## config.mk

```make
export PLATFORM = sky130hd
export DESIGN_NAME = dac_serial_tx_flat
export DESIGN_NICKNAME = d
export VERILOG_FILES = /design/src/rtl/filtro_pkg.sv /design/src/rtl/dac_serial_tx_if.sv /design/src/rtl/generador_sclk.sv /design/src/rtl/dac_serial_tx.sv /design/src/flat_wrapper.sv
export SDC_FILE = /design/constraint.sdc
export NUM_CORES = 1
export LEC_CHECK = 0
export CORE_MARGIN = 5
export CORE_UTILIZATION = 54
export CTS_CLUSTER_SIZE = 12
export DETAILED_ROUTE_END_ITERATION = 6
export PLACE_DENSITY = 0.76
export SLEW_MARGIN = 25
export SYNTH_ARGS = -nofsm -noshare
export SYNTH_HDL_FRONTEND = slang
export SYNTH_SLANG_ARGS = --single-unit
export TNS_END_PERCENT = 50
```

## constraint.sdc

```tcl
create_clock -name clock_In -period 2.45 [get_ports clock_In]
set_clock_uncertainty 0.15 [all_clocks]
set_input_delay 0.49 -clock clock_In [delete_from_list [all_inputs] [get_ports clock_In]]
set_output_delay 0.49 -clock clock_In [all_outputs]
set_load 0.05 [all_outputs]
```

## src/rtl/filtro_pkg.sv

```systemverilog
// Shared constants and types for the filtered-sample DAC serial transmitter.
package filtro_pkg;

    localparam int unsigned NF        = 25;
    localparam int unsigned MagnitudF = 8;
    localparam int unsigned DecimalF  = 16;

    localparam int unsigned FRAME_W = 16;
    localparam int unsigned DAC_W   = 12;
    localparam int unsigned CTRL_W  = FRAME_W - DAC_W;

    typedef enum logic [1:0] {
        IDLE  = 2'd0,
        SHIFT = 2'd1,
        GAP   = 2'd2
    } state_t;

    // DAC frame: zero control nibble followed by the offset-binary code
    function automatic logic [FRAME_W-1:0] build_frame(input logic [DAC_W-1:0] code);
        return {{CTRL_W{1'b0}}, code};
    endfunction

endpackage

```

## src/rtl/dac_serial_tx_if.sv

```systemverilog
// Sample-in / serial-out signal bundle of the DAC transmitter.
interface dac_serial_tx_if #(
    parameter int unsigned NF = filtro_pkg::NF
);
    logic          enable;
    logic [NF-1:0] Data_In;
    logic          sync_n;
    logic          sclk;
    logic          sdata;
    logic          busy;
    logic          done_tick;
    logic          overrun;

    modport master (
        output enable,
        output Data_In,
        input  sync_n,
        input  sclk,
        input  sdata,
        input  busy,
        input  done_tick,
        input  overrun
    );

    modport slave (
        input  enable,
        input  Data_In,
        output sync_n,
        output sclk,
        output sdata,
        output busy,
        output done_tick,
        output overrun
    );
endinterface

```

## src/rtl/generador_sclk.sv

```systemverilog
// Divider producing alternating fall/rise ticks every DIV cycles (DIV >= 2).
module generador_sclk #(
    parameter int unsigned DIV = 4
) (
    input  logic i_clk,
    input  logic i_rst,
    input  logic i_clear,
    output logic o_fall_c,
    output logic o_rise_c
);
    localparam int unsigned CNT_W = $clog2(DIV);

    logic [CNT_W-1:0] r_cnt;
    logic             r_phase;
    logic             w_tick;

    // A tick closes each DIV-cycle window; the first one after a clear is a fall
    assign w_tick   = (r_cnt == CNT_W'(DIV - 1)) && !i_clear;
    assign o_fall_c = w_tick && !r_phase;
    assign o_rise_c = w_tick &&  r_phase;

    // Window counter and phase (0: next tick is a fall, 1: next tick is a rise)
    always_ff @(posedge i_clk or posedge i_rst) begin
        if (i_rst) begin
            r_cnt   <= '0;
            r_phase <= 1'b0;
        end else if (i_clear) begin
            r_cnt   <= '0;
            r_phase <= 1'b0;
        end else if (w_tick) begin
            r_cnt   <= '0;
            r_phase <= ~r_phase;
        end else begin
            r_cnt   <= r_cnt + CNT_W'(1);
        end
    end
endmodule

```

## src/rtl/dac_serial_tx.sv

```systemverilog
// Converts fixed-point samples to 12-bit offset binary and shifts 16-bit frames to a serial DAC.
module dac_serial_tx #(
    parameter int unsigned NF        = filtro_pkg::NF,
    parameter int unsigned MagnitudF = filtro_pkg::MagnitudF,
    parameter int unsigned DecimalF  = filtro_pkg::DecimalF,
    parameter int unsigned DIV       = 4
) (
    input  logic           clock_In,
    input  logic           Reset,
    dac_serial_tx_if.slave bus
);
    import filtro_pkg::*;

    localparam int unsigned INT_W  = MagnitudF + 1;
    localparam int unsigned FCNT_W = $clog2(FRAME_W) + 1;

    state_t              r_state, w_state_nxt;
    logic [FRAME_W-1:0]  r_shift, w_shift_nxt;
    logic                r_sclk, w_sclk_nxt;
    logic                r_sync_n, w_sync_n_nxt;
    logic [FCNT_W-1:0]   r_fall_cnt, w_fall_cnt_nxt;
    logic                r_hold_vld, w_hold_vld_nxt;
    logic [DAC_W-1:0]    r_hold_code, w_hold_code_nxt;
    logic                r_done, w_done_nxt;
    logic                r_overrun, w_overrun_nxt;
    logic                r_busy;

    logic                w_fall;
    logic                w_rise;
    logic                w_load;
    logic [DAC_W-1:0]    w_load_code;
    logic [DAC_W-1:0]    w_in_code;
    logic                w_drain;
    logic                w_direct;

    // Saturate to the 12-bit two's complement range, then flip the MSB to offset binary
    function automatic logic [DAC_W-1:0] to_code(input logic [NF-1:0] d);
        logic [INT_W-1:0] int_part;
        logic [DAC_W-1:0] tc;
        int_part = d[DecimalF +: INT_W];
        if ((&int_part) || !(|int_part)) begin
            tc = d[DecimalF -: DAC_W];
        end else if (d[NF-1]) begin
            tc = {1'b1, {(DAC_W-1){1'b0}}};
        end else begin
            tc = {1'b0, {(DAC_W-1){1'b1}}};
        end
        return {~tc[DAC_W-1], tc[DAC_W-2:0]};
    endfunction

    assign w_in_code = to_code(bus.Data_In);

    // The divider idles while IDLE; in GAP its fall/rise pair times the 2*DIV inter-frame gap
    generador_sclk #(
        .DIV (DIV)
    ) u_sclk (
        .i_clk    (clock_In),
        .i_rst    (Reset),
        .i_clear  (r_state == IDLE),
        .o_fall_c (w_fall),
        .o_rise_c (w_rise)
    );

    // An enable goes straight to the shifter only when idle with nothing pending
    assign w_direct = (r_state == IDLE) && !r_hold_vld;

    // Next-state, frame sequencing and holding-register control
    always_comb begin
        w_state_nxt     = r_state;
        w_shift_nxt     = r_shift;
        w_sclk_nxt      = r_sclk;
        w_sync_n_nxt    = r_sync_n;
        w_fall_cnt_nxt  = r_fall_cnt;
        w_hold_vld_nxt  = r_hold_vld;
        w_hold_code_nxt = r_hold_code;
        w_done_nxt      = 1'b0;
        w_overrun_nxt   = 1'b0;
        w_load          = 1'b0;
        w_load_code     = w_in_code;
        w_drain         = 1'b0;

        case (r_state)
            IDLE: begin
                if (r_hold_vld) begin
                    w_load      = 1'b1;
                    w_load_code = r_hold_code;
                    w_drain     = 1'b1;
                end else if (bus.enable) begin
                    w_load      = 1'b1;
                end
            end
            SHIFT: begin
                if (w_fall) begin
                    w_sclk_nxt     = 1'b0;
                    w_fall_cnt_nxt = r_fall_cnt + FCNT_W'(1);
                end else if (w_rise) begin
                    w_sclk_nxt = 1'b1;
                    if (r_fall_cnt == FCNT_W'(FRAME_W)) begin
                        w_sync_n_nxt   = 1'b1;
                        w_shift_nxt    = '0;
                        w_fall_cnt_nxt = '0;
                        w_state_nxt    = GAP;
                    end else begin
                        w_shift_nxt = {r_shift[FRAME_W-2:0], 1'b0};
                    end
                end
            end
            GAP: begin
                if (w_rise) begin
                    w_done_nxt = 1'b1;
                    if (r_hold_vld) begin
                        w_load      = 1'b1;
                        w_load_code = r_hold_code;
                        w_drain     = 1'b1;
                    end else begin
                        w_state_nxt = IDLE;
                    end
                end
            end
            default: begin
                w_state_nxt = IDLE;
            end
        endcase

        if (w_load) begin
            w_shift_nxt    = build_frame(w_load_code);
            w_sync_n_nxt   = 1'b0;
            w_sclk_nxt     = 1'b1;
            w_fall_cnt_nxt = '0;
            w_state_nxt    = SHIFT;
        end

        if (bus.enable && !w_direct) begin
            w_hold_vld_nxt  = 1'b1;
            w_hold_code_nxt = w_in_code;
            w_overrun_nxt   = r_hold_vld && !w_drain;
        end else if (w_drain) begin
            w_hold_vld_nxt  = 1'b0;
        end
    end

    // State and output registers; reset aborts any frame in flight
    always_ff @(posedge clock_In or posedge Reset) begin
        if (Reset) begin
            r_state     <= IDLE;
            r_shift     <= '0;
            r_sclk      <= 1'b1;
            r_sync_n    <= 1'b1;
            r_fall_cnt  <= '0;
            r_hold_vld  <= 1'b0;
            r_hold_code <= '0;
            r_done      <= 1'b0;
            r_overrun   <= 1'b0;
            r_busy      <= 1'b0;
        end else begin
            r_state     <= w_state_nxt;
            r_shift     <= w_shift_nxt;
            r_sclk      <= w_sclk_nxt;
            r_sync_n    <= w_sync_n_nxt;
            r_fall_cnt  <= w_fall_cnt_nxt;
            r_hold_vld  <= w_hold_vld_nxt;
            r_hold_code <= w_hold_code_nxt;
            r_done      <= w_done_nxt;
            r_overrun   <= w_overrun_nxt;
            r_busy      <= (w_state_nxt != IDLE);
        end
    end

    assign bus.sync_n    = r_sync_n;
    assign bus.sclk      = r_sclk;
    assign bus.sdata     = r_shift[FRAME_W-1];
    assign bus.busy      = r_busy;
    assign bus.done_tick = r_done;
    assign bus.overrun   = r_overrun;
endmodule

```

## src/flat_wrapper.sv

```systemverilog
// flat-port wrapper written by rule: the top's interface ports become plain ports
module dac_serial_tx_flat import filtro_pkg::*;
#(
    parameter int unsigned NF        = filtro_pkg::NF,
    parameter int unsigned MagnitudF = filtro_pkg::MagnitudF,
    parameter int unsigned DecimalF  = filtro_pkg::DecimalF,
    parameter int unsigned DIV       = 4
)
  (clock_In, Reset, bus_enable, bus_Data_In, bus_sync_n, bus_sclk, bus_sdata, bus_busy, bus_done_tick, bus_overrun);
  dac_serial_tx_if #(.NF(NF)) bus_i ();
  input  logic clock_In;
  input  logic Reset;
  input wire logic [$bits(bus_i.enable)-1:0] bus_enable;
  input wire logic [$bits(bus_i.Data_In)-1:0] bus_Data_In;
  output wire logic [$bits(bus_i.sync_n)-1:0] bus_sync_n;
  output wire logic [$bits(bus_i.sclk)-1:0] bus_sclk;
  output wire logic [$bits(bus_i.sdata)-1:0] bus_sdata;
  output wire logic [$bits(bus_i.busy)-1:0] bus_busy;
  output wire logic [$bits(bus_i.done_tick)-1:0] bus_done_tick;
  output wire logic [$bits(bus_i.overrun)-1:0] bus_overrun;
  assign bus_i.enable = bus_enable;
  assign bus_i.Data_In = bus_Data_In;
  assign bus_sync_n = bus_i.sync_n;
  assign bus_sclk = bus_i.sclk;
  assign bus_sdata = bus_i.sdata;
  assign bus_busy = bus_i.busy;
  assign bus_done_tick = bus_i.done_tick;
  assign bus_overrun = bus_i.overrun;
  dac_serial_tx #(.NF(NF), .MagnitudF(MagnitudF), .DecimalF(DecimalF), .DIV(DIV)) u_core (.clock_In(clock_In), .Reset(Reset), .bus(bus_i));
endmodule
```

==> results.md <==
Clocking:
- The cell at the root of the clock tree is clkbuf_8.
- The insertion delay to the later sink of the worst-skew pair is 0.30 ns.
- The number of CTS-inserted buffers is 5.
- The number of post-CTS setup repair buffers is 0.
- TritonCTS built the clock tree.
- The maximum clock path buffer count is 2.
- The number of clock sinks is 44.
- The post-cts gate resize count is 0.
- The H-tree was split into 2 levels.
- Clock-pin slew was measured on the worst setup and hold paths at 0.08 ns.
- The post-cts hold buffer count is 0.

Power:
- Net switching is 21.8% of the power.
- In this run the power spent charging and discharging nets is 0.307 mW.
- The power share of the sequential group is a little over half.
- Dividing total power by cell area gives a power density of between 500 and 600 nW/um^2.
- The clock network fraction of total power is 38.7%.
- The static leakage is roughly 1.2 nW.
- Per report_power, the combinational group accounts for between 7 and 8% of the total.
- The worst IR drop on VDD is 0.346 mV.
- The internal power of the cells totals about 1.1 mW.

Critical path:
- Traced cell by cell, the critical path runs through clkdlybuf4s50_1.
- The classification of the worst setup path is flop to output port.
- STA classifies the critical path startpoint as a flop.
- The library cell contributing the largest single delay on the critical path is clkdlybuf4s50_1.
- Of all nets on the critical path, the largest fanout is 2.
- The required time of the worst setup path is 1.81 ns.
- The capturing element type of the critical path is an output port.
- The cell class contributing the biggest share of worst-path delay is buffers and inverters.
- The worst stage delay on the critical path is a little under 0.8 ns.
- Data arrives at the worst endpoint at 1.63 ns.
- The sum of buffers and inverters on the critical path is 1.

Floorplanning:
- In this run the count of I/O pins placed on the die edge is 34.
- The vertical die dimension is 75.5 um.
- The floorplan step set the die width to 75.5 um.
- The initial core utilization is 56.6%.
- After floorplanning, the core was divided into 23 placement rows.
- In this run the standard cell core region covers 4090 um^2.
- The area of the die is 5700 um^2.

Logic synthesis:
- The most used flip-flop cell after synthesis is dfrtp_1.
- The share of flip-flops with an asynchronous set or reset is 100%.
- Summing the sequential cell areas from Yosys gives 47.7% of the chip area.
- After synthesis, the mean cell area works out to 10.1 um^2.
- The number of synthesized register bits is 44.
- When the netlist entered floorplanning its net count stood at 261.
- The Yosys step of the flow raised 0 warnings.
- The synthesized netlist contains 48 unique library cells.
- The summed instance area of the synthesized netlist is about 2300 um^2.
- The cell count after synthesis came out at 230.
- Counting flops with a built-in enable in the synthesized netlist gives 0.

Timing:
- Adding up every negative setup slack in the final design gives 0 ns.
- The smallest clock period supported by the final layout is computed as ~2.3 ns.
- The period utilization is 92.5%.
- The total count of max-transition violations in the final report came to 0.
- The final critical-path setup slack is 0.183 ns.
- For this run, the top clock speed supported by timing is 0.441 GHz.
- At the pin with the least slew margin, the transition time is 0.950 ns.
- The number of endpoints with negative hold slack in the final report is 0.
- Measured against its own limit, the worst slew margin works out to 36.4%.
- The total of endpoints with negative setup slack in the final report is 0.
- Setup repair after global routing left no endpoint under its margin.

Global route:
- The first global-routing pass estimated between 8000 and 9000 um of wire.
- The largest net degree at the start of global routing is 45.
- The number of antenna violations at the first check in global routing came to 0.
- For this run, the total global-route usage over all layers was measured as 18.5%.
- The residual overflow from global routing is 0.
- The number of global-route vias before repair came to 1741.

Drt:
- The final wirelength is 4860 um.
- The first-pass iteration count of the detailed router is 4.
- In the final routed layout, each cell accounts on average for ~16 um.
- Detailed routing inserted a total of 1883 vias.
- The detailed-route vias per instance is about 6.
- In this run, the number of DRC markers left after iteration 0 of detailed routing was 135.
- The DRC violation count after routing is 0.
- The detail route stage leaves a number of antenna-violating nets equal to 0.

Final layout:
- The number of antenna diodes in the final layout is 0.
- The post-route netlist has around 13% of its cells at a drive strength greater than 1.
- The leading cell type in the layout, fill and taps excluded is dfrtp_1.
- Compared with the post-synthesis result, the final layout area differs by 19.0%.
- The area used by sequential logic in the layout is 1100 um^2.
- The fill cell total of the finished layout is approximately 320.
- The total area of multi-input combinational cells is 1090 um^2.
- In the layout the commonest cells are 42 x dfrtp_1, 28 x clkdlybuf4s50_1, 20 x a22oi_1.
- In the final design database the tool counted 285 nets.

Placement:
- Routability-driven placement finished with a final weighted congestion of 0.772.
- At the placement stage, the worst setup path has a slack of -0.0562 ns.
- Buffers placed on the I/O ports in this run total 28.
- The sum of net half-perimeters after detailed placement is 3510 um.

Outcome:
- The flow ran to the end, and the final reports show no timing, DRC or antenna violations.

Run:
- The number of max-cap violations is 0.

Hold path:
- The class of the tightest hold or removal check is flop to flop.
==> cell families after synthesis <==
family | after synthesis | share of synthesized area, %
AO/OA/AOI/OAI | 77 | 26.2
AND/OR/NAND/NOR | 72 | 17.0
flip-flops | 44 | 47.7
buffers and inverters | 29 | 5.62
XOR/XNOR | 4 | 1.51
adder cells (fa/ha/maj) | 3 | 1.62
multiplexers | 1 | 0.432
==> final cells by class <==
type	count	area share, %
well taps	50	2.27
clock buffers	6	2.64
clock inverters	2	1.27
multi-input cells	157	39.4
repair buffers	37	13.1
inverters	9	1.23
flip-flops and latches	44	40.1
==> stage by stage <==
step | hold slack [ns] | power [mW] | util (%) | instance area, um^2 | std cells
floorplan | 0.265 | 0.815 | - | 2310 | 230
global placement | 0.273 | 0.875 | 64.8 | 2650 | 297
detailed placement | 0.283 | 0.878 | 64.8 | 2650 | 297
CTS | 0.293 | 1.42 | 67.4 | 2750 | 305
global route | 0.327 | 1.46 | 67.4 | 2750 | 305
finish | 0.292 | 1.41 | 67.4 | 2750 | 305
==> registers in the layout (all words and copies together), names as in the netlist <==
name                   cells
u_core.bus.done_tick       1
u_core.bus.overrun         1
u_core.r_shift            16
u_core.bus.sclk            1
u_core.r_fall_cnt          5
u_core.bus.sync_n          1
u_core.r_hold_code        12
u_core.r_state             2
u_core.u_sclk.r_phase      1
u_core.bus.busy            1
u_core.r_hold_vld          1
u_core.u_sclk.r_cnt        2
==> cell usage after synthesis, types with 2 or more instances <==
master	number	area (um^2)
dfrtp_1	42	1050
a22oi_1	20	150
nor2_1	19	71.3
nand2_1	16	60.1
o21ai_0	11	55.1
and3_1	10	62.6
o221ai_1	10	87.6
inv_1	9	33.8
buf_2	8	40.0
clkbuf_1	8	30.0
nor3_1	8	40.0
o2111ai_1	7	61.3
o31ai_1	5	37.5
o22ai_2	4	50.1
a21oi_1	3	15.0
a311oi_1	3	26.3
ha_1	3	37.5
nand4_1	3	18.8
o22ai_1	3	18.8
a2bb2oi_1	2	17.5
and2_1	2	12.5
and4_1	2	17.5
buf_1	2	7.51
dfstp_2	2	52.6
o211ai_1	2	15.0
or4_4	2	22.5
xnor2_1	2	17.5
xor2_1	2	17.5
==> power by group through the flow <==
stage	logic, mW	clock network, mW	registers, mW
2_1_floorplan	0.0467	0	0.769
3_3_place_gp	0.108	0	0.768
3_5_place_dp	0.110	0	0.768
4_1_cts	0.110	0.554	0.754
5_1_grt	0.120	0.584	0.756
6_report	0.109	0.545	0.754
==> layer usage <==
layer | track usage (%) | share of wire (%) | vias up
met5 | 0 | 0 | -
met4 | 8.16 | 1.9 | 0
met3 | 2.90 | 6.1 | 8
met2 | 28.2 | 45 | 59
met1 | 26.3 | 47 | 894
li1 | - | - | 922
==> final timing paths <==
kind	from	slack, ns	cells after the start	end
min in group asynchronous	Reset	0.37	3	u_core.r_shift[15]
max	u_core.bus.sync_n	0.18	1	bus_sync_n
min	u_core.u_sclk.r_cnt[0]	0.29	1	u_core.u_sclk.r_cnt[0]
max in group asynchronous	Reset	1.51	3	u_core.bus.sclk
max reg2reg	u_core.u_sclk.r_cnt[0]	0.30	5	u_core.r_shift[6]
min reg2reg	u_core.u_sclk.r_cnt[0]	0.29	1	u_core.u_sclk.r_cnt[0]
No activity file was read; power rests on OpenSTA's default activity.
